==> src/rtl/spi_transfer_sequencer.sv <==
// spi_transfer_sequencer: frames one SPI transaction at a time (CS setup/hold/gap, gated SCLK, MSB-first MOSI).
// Define SPI_SEQ_READBACK_EN to compile in MISO capture and the response channel.
module spi_transfer_sequencer #(
  parameter int MAX_BITS = 32,
  parameter int CS_SETUP = 2,
  parameter int CS_HOLD  = 2,
  parameter int GAP      = 1
) (
  input  logic                          aclk,
  input  logic                          aresetn,
  input  logic                          req_valid,
  output logic                          req_ready,
  input  logic                          req_cpol,
  input  logic                          req_cpha,
  input  logic [$clog2(MAX_BITS+1)-1:0] req_nbits,
  input  logic [MAX_BITS-1:0]           req_wdata,
  output logic                          cpol,
  output logic                          cpha,
  output logic                          sclk_en,
  output logic                          cs_n,
  output logic                          mosi,
  input  logic                          miso,
  output logic                          rsp_valid,
  input  logic                          rsp_ready,
  output logic [MAX_BITS-1:0]           rsp_rdata,
  output logic                          busy
);
  localparam int NW   = $clog2(MAX_BITS+1);
  localparam int CM_A = MAX_BITS > CS_SETUP ? MAX_BITS : CS_SETUP;
  localparam int CM_B = CS_HOLD > GAP ? CS_HOLD : GAP;
  localparam int CMAX = CM_A > CM_B ? CM_A : CM_B;
  localparam int CW   = CMAX > 1 ? $clog2(CMAX) : 1;

`ifdef SPI_SEQ_READBACK_EN
  typedef enum logic [2:0] {S_IDLE, S_LOAD, S_SETUP, S_SHIFT, S_HOLD, S_GAP, S_RESP} state_t;
`else
  typedef enum logic [2:0] {S_IDLE, S_LOAD, S_SETUP, S_SHIFT, S_HOLD, S_GAP} state_t;
`endif

  state_t              r_state, w_next;
  logic [CW-1:0]       r_cnt, w_len_m1;
  logic [NW-1:0]       r_nbits, w_nbits;
  logic [MAX_BITS-1:0] r_sh;
  logic                r_lat_cpol, r_lat_cpha, r_cpol, r_cpha, r_sclk_en, r_cs_n, r_mosi;
  logic                w_last, w_counting, w_accept;

  assign req_ready  = (r_state == S_IDLE) && aresetn;
  assign busy       = r_state != S_IDLE;
  assign w_accept   = req_valid && req_ready;
  assign w_nbits    = req_nbits == '0 ? NW'(1) : (req_nbits > NW'(MAX_BITS) ? NW'(MAX_BITS) : req_nbits);
  assign w_counting = r_state inside {S_SETUP, S_SHIFT, S_HOLD, S_GAP};
  assign w_len_m1   = r_state == S_SETUP ? CW'(CS_SETUP - 1) :
                      r_state == S_SHIFT ? CW'(r_nbits - NW'(1)) :
                      r_state == S_HOLD  ? CW'(CS_HOLD - 1) : CW'(GAP - 1);
  assign w_last     = r_cnt == w_len_m1;
  assign cpol       = r_cpol;
  assign cpha       = r_cpha;
  assign sclk_en    = r_sclk_en;
  assign cs_n       = r_cs_n;
  assign mosi       = r_mosi;

  always_comb begin
    w_next = r_state;
    case (r_state)
      S_IDLE:  w_next = req_valid ? S_LOAD : S_IDLE;
      S_LOAD:  w_next = S_SETUP;
      S_SETUP: w_next = w_last ? S_SHIFT : S_SETUP;
      S_SHIFT: w_next = w_last ? S_HOLD : S_SHIFT;
      S_HOLD:  w_next = w_last ? S_GAP : S_HOLD;
`ifdef SPI_SEQ_READBACK_EN
      S_GAP:   w_next = w_last ? S_RESP : S_GAP;
      S_RESP:  w_next = rsp_ready ? S_IDLE : S_RESP;
`else
      S_GAP:   w_next = w_last ? S_IDLE : S_GAP;
`endif
      default: w_next = S_IDLE;
    endcase
  end

  always_ff @(posedge aclk or negedge aresetn)
    if (!aresetn) r_state <= S_IDLE;
    else          r_state <= w_next;

  // Pad/mode outputs are registered decodes of the state, so they trail it by one cycle.
  always_ff @(posedge aclk or negedge aresetn) begin
    if (!aresetn) begin
      r_cnt      <= '0;
      r_nbits    <= '0;
      r_sh       <= '0;
      r_lat_cpol <= 1'b0;
      r_lat_cpha <= 1'b0;
      r_cpol     <= 1'b0;
      r_cpha     <= 1'b0;
      r_sclk_en  <= 1'b0;
      r_cs_n     <= 1'b1;
      r_mosi     <= 1'b0;
    end else begin
      r_cnt <= (w_counting && w_next == r_state) ? r_cnt + 1'b1 : '0;
      if (w_accept) begin
        r_nbits    <= w_nbits;
        r_sh       <= req_wdata << (NW'(MAX_BITS) - w_nbits);
        r_lat_cpol <= req_cpol;
        r_lat_cpha <= req_cpha;
      end else if (r_state == S_SHIFT) begin
        r_sh <= r_sh << 1;
      end
      if (r_state == S_LOAD) begin
        r_cpol <= r_lat_cpol;
        r_cpha <= r_lat_cpha;
      end
      r_cs_n    <= !(r_state inside {S_SETUP, S_SHIFT, S_HOLD});
      r_sclk_en <= r_state == S_SHIFT;
      r_mosi    <= (r_state == S_SETUP || r_state == S_SHIFT) && r_sh[MAX_BITS-1];
    end
  end

`ifdef SPI_SEQ_READBACK_EN
  logic [MAX_BITS-1:0] r_rx;
  // MISO is taken at the edge closing each bit window in which sclk_en is high.
  always_ff @(posedge aclk or negedge aresetn)
    if (!aresetn)       r_rx <= '0;
    else if (w_accept)  r_rx <= '0;
    else if (r_sclk_en) r_rx <= {r_rx[MAX_BITS-2:0], miso};
  assign rsp_valid = r_state == S_RESP;
  assign rsp_rdata = rsp_valid ? r_rx : '0;
`else
  logic w_unused;
  assign w_unused  = miso ^ rsp_ready;
  assign rsp_valid = 1'b0;
  assign rsp_rdata = '0;
`endif
endmodule

==> config.mk <==
export PLATFORM = sky130hd
export DESIGN_NAME = spi_transfer_sequencer
export DESIGN_NICKNAME = d
export VERILOG_FILES = /design/src/rtl/spi_transfer_sequencer.sv
export SDC_FILE = /design/constraint.sdc
export NUM_CORES = 1
export LEC_CHECK = 0
export ABC_AREA = 1
export BUFFER_PORTS_ARGS = -buffer_cell sky130_fd_sc_hd__buf_2
export CORE_MARGIN = 5
export CORE_UTILIZATION = 57
export CTS_CLUSTER_SIZE = 14
export DETAILED_ROUTE_END_ITERATION = 16
export MAX_ROUTING_LAYER = met4
export PLACE_DENSITY = 0.81
export SLEW_MARGIN = 20
export SYNTH_ARGS = -nofsm -noshare
export SYNTH_HDL_FRONTEND = slang
export SYNTH_SLANG_ARGS = --single-unit
==> constraint.sdc <==
create_clock -name aclk -period 2.3 [get_ports aclk]
set_input_delay 0.23 -clock aclk [delete_from_list [all_inputs] [get_ports aclk]]
set_output_delay 0.23 -clock aclk [all_outputs]
set_load 0.01 [all_outputs]
==> reports/results.ini, run 1 <==
[clocking]
cts_sinks=52
cts_root_buf=clkbuf_8
numCtsBuffers=5
htreeDepth=2
cts_tree=yes
insertion_delay_ns=0.31
cts.path.max_buffers=2
cts.reportedPaths.clkPinSlew_ns=0.10
hold_buffers=0

[grt]
grt.met2_usage=0.419
grt_pass1_vias=4557
grt_max_degree=53
grt.total_usage=0.250
grt_most_used_layer=met2
grt_use_met1=0.332
antenna_found_initial=0
grt_pass1_wl_um=20500
grt_overflow=0
met3_usage=0.0284

[cells_and_area]
area_growth_pct=8.31
drive_gt1_frac=0.127
final_area_sq_um=5050
layout.nets=872
nFillCells=807
stdcell_count=930
final_common_cell=nand2_1
final_cell_mix=282 x nand2_1, 193 x nand3_1, 67 x inv_1
post-route-util=0.625
antenna_cells=0
multi_input_area_sq_um=2770
regArea_sq_um=1300

[floorplanning]
die_area_sq_um=10100
ioPinCount=85
core_area_sq_um=8090
fp.dieW_um=100
die_y_um=100
rows=33
initial_utilization=0.577

[timing]
setup_viol=0
fmax_ghz=0.486
min_period_ns=2.06
fin_crit_sh=0.894
finClkSkew_ns=0.0114
relSlewSlack=0.566
tightest_slew_ns=0.651
slew_violations=0
rsz0062_at_grt=false
hold_violations=0

[route]
drt_iter0_drc=382
vias=5009
wire_per_inst_um=12.8
wl_um=11900
drc=0
dr.pass1.iters=4
drtAntennaViolNets=0
vias_per_cell=5.39

[setup_path]
r2r-end=r_cnt[0]$_DFF_PN0_
path_cells=buf_2, nor2_1, nand3_2, nand2_1, nand2_1, ha_1, xor2_4, inv_2, buf_12, nand3_1, nand3_1, nand3_1, nand2_1, nand2_1, nand2_1
crit_arrival_ns=2.26
max_stage_delay_ns=0.34
required_ns=2.50
cp-startpoint=req_nbits[2]
critPathLaunchType=input port
ff2ff_path_depth=13
reg2reg_from=r_nbits[1]$_DFFE_PN0P_
path_common_cell=nand2_1
critical_path.max_fanout=30
worst-setup-path-type=in2reg
critical_path.slowest_cell=xor2_4
cp-end-kind=flip-flop
endpoint=r_sh[15]$_DFFE_PN0P_
rrSetupSlack_ns=0.26

[power_and_ir_drop]
p_per_area_nw_per_um2=825
ir_worst_vdd_v=0.000440
p_leak_nw=2.87

[synth]
ys_seq_area_frac=0.279
synthDistinctLibCells=30
syn_avg_cell_area_sq_um=5.96
netlist_area_sq_um=4670
ys_ff_latch=52
syn_inst=783
synth_warnings=0

[status]
outcome=finished clean

[hold_path]
hold_path.class=in2async

[place]
routabilityCongestion=0.950
dpl.hpwl_um=9280
port_buffers=49
place_area_sq_um=4950
dp_cells=922

[job]
cap_violations=0

## sequential cells by signal (all words and copies together) (netlist names)
signal      cells
r_sh           32
r_cnt           5
r_nbits         5
r_state         3
cpha            1
cpol            1
cs_n            1
mosi            1
r_lat_cpha      1
r_lat_cpol      1
sclk_en         1
## routing by layer
layer	wire, um	vias up
li1	-	2543
met1	5360	2296
met2	5710	156
met3	674	14
met4	117	0
met5	0	-
## worst max-delay path: cells and delay by family
kind	cells	cell delay, ns
buffers and inverters	3	0.36
adder cells (fa/ha/maj)	1	0.29
XOR/XNOR	1	0.34
AND/OR/NAND/NOR	10	1.01
## timing repair
| action | 4_1_cts | 5_1_grt |
|---|---|---|
| setup endpoints to repair | 0 | 9 |
| resized for setup | 0 | 3 |
| buffers inserted | 0 | 0 |
## worst min path at each step
stage,depth (start not counted),endpoint,slack [ns]
3_5_place_dp,2,r_nbits[1]$_DFFE_PN0P_,0.41
5_1_grt,2,r_nbits[1]$_DFFE_PN0P_,0.1
3_3_place_gp,2,r_nbits[1]$_DFFE_PN0P_,0.40
2_1_floorplan,0,cpha$_DFFE_PN0N_,-0.07
6_report,2,sclk_en$_DFF_PN0_,0.05
4_1_cts,2,r_nbits[1]$_DFFE_PN0P_,0.07
## per-stage QoR
| stage | hold slack [ns] | setup TNS, ns | setup WS (ns) | power (W) |
|---|---|---|---|---|
| after floorplan | -0.0656 | 0 | 0.0269 | 0.00310 |
| after global placement | 0.402 | -0.249 | -0.0436 | 0.00355 |
| after detailed placement | 0.408 | -2.41 | -0.137 | 0.00363 |
| after CTS | 0.0682 | 0 | 0.180 | 0.00417 |
| after global routing | 0.0980 | 0 | 0.000528 | 0.00461 |
| final | 0.0541 | 0 | 0.243 | 0.00417 |
## synth_stat cells
cell type	n	area share
nand2_1	282	0.23
nand3_1	193	0.21
inv_1	68	0.055
dfrtp_1	51	0.27
buf_4	36	0.058
o21ai_0	25	0.027
nor2_1	23	0.018
o21ai_1	22	0.024
buf_2	15	0.016
clkbuf_1	12	0.0097
buf_1	8	0.0064
inv_2	7	0.0056
nand2_2	6	0.0080
nand4_1	5	0.0067
o22ai_1	4	0.0054
a21oi_1	3	0.0032
ha_1	3	0.0080
nand3_2	3	0.0064
o211ai_1	3	0.0048
buf_6	2	0.0048
nor2_2	2	0.0027
xor2_1	2	0.0038
conb_1	1	0.00080
dfstp_2	1	0.0056
nand3b_1	1	0.0016
nor3_1	1	0.0011
o31ai_1	1	0.0016
xnor2_1	1	0.0019
xnor2_2	1	0.0035
xor2_2	1	0.0035
## cell families (layout without fill, tap and decap cells)
family | Yosys count | in the layout | synth area share
adders and majority gates | 3 | 3 | 0.00804
and+or+nand+nor | 516 | 516 | 0.479
DFF | 52 | 52 | 0.279
other | 1 | 33 | 0.000804
AOI/OAI and AO/OA | 58 | 58 | 0.0654
buffers and inverters | 148 | 158 | 0.155
xor gates and xnor gates | 5 | 5 | 0.0126
## final cells by class
cell class | count | share of cell area
clock buffer | 5 | 0.0136
inverter | 75 | 0.0557
tap | 105 | 0.0260
sequential | 52 | 0.258
timing repair buffer | 75 | 0.0946
clock inverter | 3 | 0.00421
multi-input combinational | 615 | 0.548
## power breakdown
group          total, W  internal, W  leakage, nW  switching, W
registers       0.00144      0.00125        0.687      0.000192
clock network  0.000525     0.000216       0.0445      0.000309
logic           0.00221     0.000759         2.14       0.00145
total           0.00417      0.00222         2.87       0.00195
Power figures use the tool's default switching activity.
==> inputs of run 2 (changes only) <==
- CORE_UTILIZATION: 57 -> 35
- PLACE_DENSITY: 0.81 -> default
==> reports/results.ini, run 2 (synthesis results as in run 1) <==
[cells_and_area]
final_cell_mix=282 x nand2_1, 193 x nand3_1, 68 x inv_1
final_common_cell=nand2_1
area_growth_pct=11.8
antenna_cells=0
stdcell_count=1001
layout.nets=872
largestRegisters=r_sh: 32 flops, r_cnt: 5 flops, r_nbits: 5 flops
largest_reg_flops=32
top_register=r_sh
post-route-util=0.397
drive_gt1_frac=0.126

[setup_path]
max_stage_delay_ns=0.38
path_cells=inv_1, ha_1, nand2_1, o21ai_1, nand4_1, nand2_1, nand3_1, nor2_1, nor2_1, nor2_1, nand3_1, nand3_2, nor2_1
cp-end-kind=flip-flop
path_common_cell=nor2_1
path_buf_inv=1
critPathLaunchType=flip-flop
worst-setup-path-type=reg2reg
crit_arrival_ns=2.20
required_ns=2.48
critical_path.slowest_cell=dfrtp_1
critical_path.max_fanout=5
path_delay_family=simple AND/OR/NAND/NOR gates

[place]
port_buffers=49
dpl.hpwl_um=9530
routabilityCongestion=0.933
dp_cells=993

[timing]
finClkSkew_ns=0.00687
fmax_ghz=0.495
fin_crit_sh=0.878
min_period_ns=2.02
tightest_slew_ns=0.694
rsz0062_at_grt=false
slew_violations=0
setup_viol=0
tns_ns=0
relSlewSlack=0.537
hold_violations=0

[clocking]
cts_root_buf=clkbuf_16
cts_tree=yes
htreeDepth=2
cts.reportedPaths.clkPinSlew_ns=0.07
post_cts_buffers=0
insertion_delay_ns=0.29
numCtsBuffers=5
post_cts_resized=0
cts_sinks=52
hold_buffers=0
cts.path.max_buffers=2

[route]
vias_per_cell=4.85
wl_um=12400
drc=0
drt_iter0_drc=346
vias=4852
drtAntennaViolNets=0
wire_per_inst_um=12.4
dr.pass1.iters=5

[floorplanning]
fp.dieW_um=125
die_area_sq_um=15700
core_area_sq_um=13100
initial_utilization=0.355
ioPinCount=85
die_y_um=125
rows=42

[grt]
grt_pass1_wl_um=21600
grt.total_usage=0.163
antenna_found_initial=0
grt_pass1_vias=4580
grt_overflow=0
grt_max_degree=53

[status]
outcome=finished clean

[power_and_ir_drop]
pwr-share-comb=0.502
power_frac_clock=0.175
ir_worst_vdd_v=0.000376
switching_share=0.442
power.switching_w=0.00196
p_leak_nw=2.91
seqPwrFrac=0.323
power_w=0.00443
internal_power_w=0.00247
p_per_area_nw_per_um2=849

[job]
cap_violations=0

[hold_path]
hold_path.class=in2async

run 2: power groups by stage:
| stage | logic [W] | registers (W) | clock network (W) |
|---|---|---|---|
| 3_5_place_dp | 0.00223 | 0.00144 | 0 |
| 5_1_grt | 0.00257 | 0.00147 | 0.000835 |
| 2_1_floorplan | 0.00168 | 0.00143 | 0 |
| 6_report | 0.00222 | 0.00143 | 0.000776 |
| 3_3_place_gp | 0.00222 | 0.00144 | 0 |
| 4_1_cts | 0.00224 | 0.00143 | 0.000798 |
run 2: final cells by class:
type / count / area (sq um)
Inverter: 75 / 282
Timing Repair Buffer: 75 / 503
Clock buffer: 6 / 139
Fill cell: 1505 / 7920
Multi-Input combinational cell: 615 / 2760
Tap cell: 176 / 220
Sequential cell: 52 / 1300
Clock inverter: 2 / 13.8
run 2: metrics by stage:
stage / cell area [sq um] / hold WS (ns) / setup WS (ns)
final: 5220 / 0.0697 / 0.280
after detailed placement: 5070 / 0.434 / 0.0431
after global routing: 5220 / 0.150 / 0.0482
after global placement: 5070 / 0.434 / 0.0685
after CTS: 5220 / 0.114 / 0.202
after floorplan: 4790 / -0.0656 / 0.0269
run 2: worst paths after layout:
path | startpoint | to | slack, ns | cells past startpoint
max in group asynchronous | aresetn | r_sh[10]$_DFFE_PN0P_ | 1.75 | 2
min in group aclk | req_cpha | r_lat_cpha$_DFFE_PN0P_ | 0.16 | 3
hold / removal | aresetn | r_nbits[2]$_DFFE_PN0P_ | 0.07 | 2
hold reg to reg | r_sh[26]$_DFFE_PN0P_ | r_sh[26]$_DFFE_PN0P_ | 0.48 | 2
setup / recovery | r_nbits[0]$_DFFE_PN0P_ | r_cnt[0]$_DFF_PN0_ | 0.28 | 13
setup reg to reg | r_nbits[0]$_DFFE_PN0P_ | r_cnt[0]$_DFF_PN0_ | 0.28 | 13
run 2: worst register-to-register path, stage by stage (launching register included):
cell,delay (ns)
dfrtp_1,0.38
inv_1,0.14
ha_1,0.21
nand2_1,0.08
o21ai_1,0.17
nand4_1,0.10
nand2_1,0.11
nand3_1,0.08
nor2_1,0.13
nor2_1,0.07
nor2_1,0.15
nand3_1,0.10
nand3_2,0.13
nor2_1,0.06
run 2: metal layers:
layer / track usage / up-vias / share of wire
met5: - / - / 0
met1: 0.226 / 2194 / 0.48
li1: - / 2546 / -
met3: 0.0256 / 14 / 0.043
met4: 0.0319 / 0 / 0.013
met2: 0.255 / 98 / 0.46
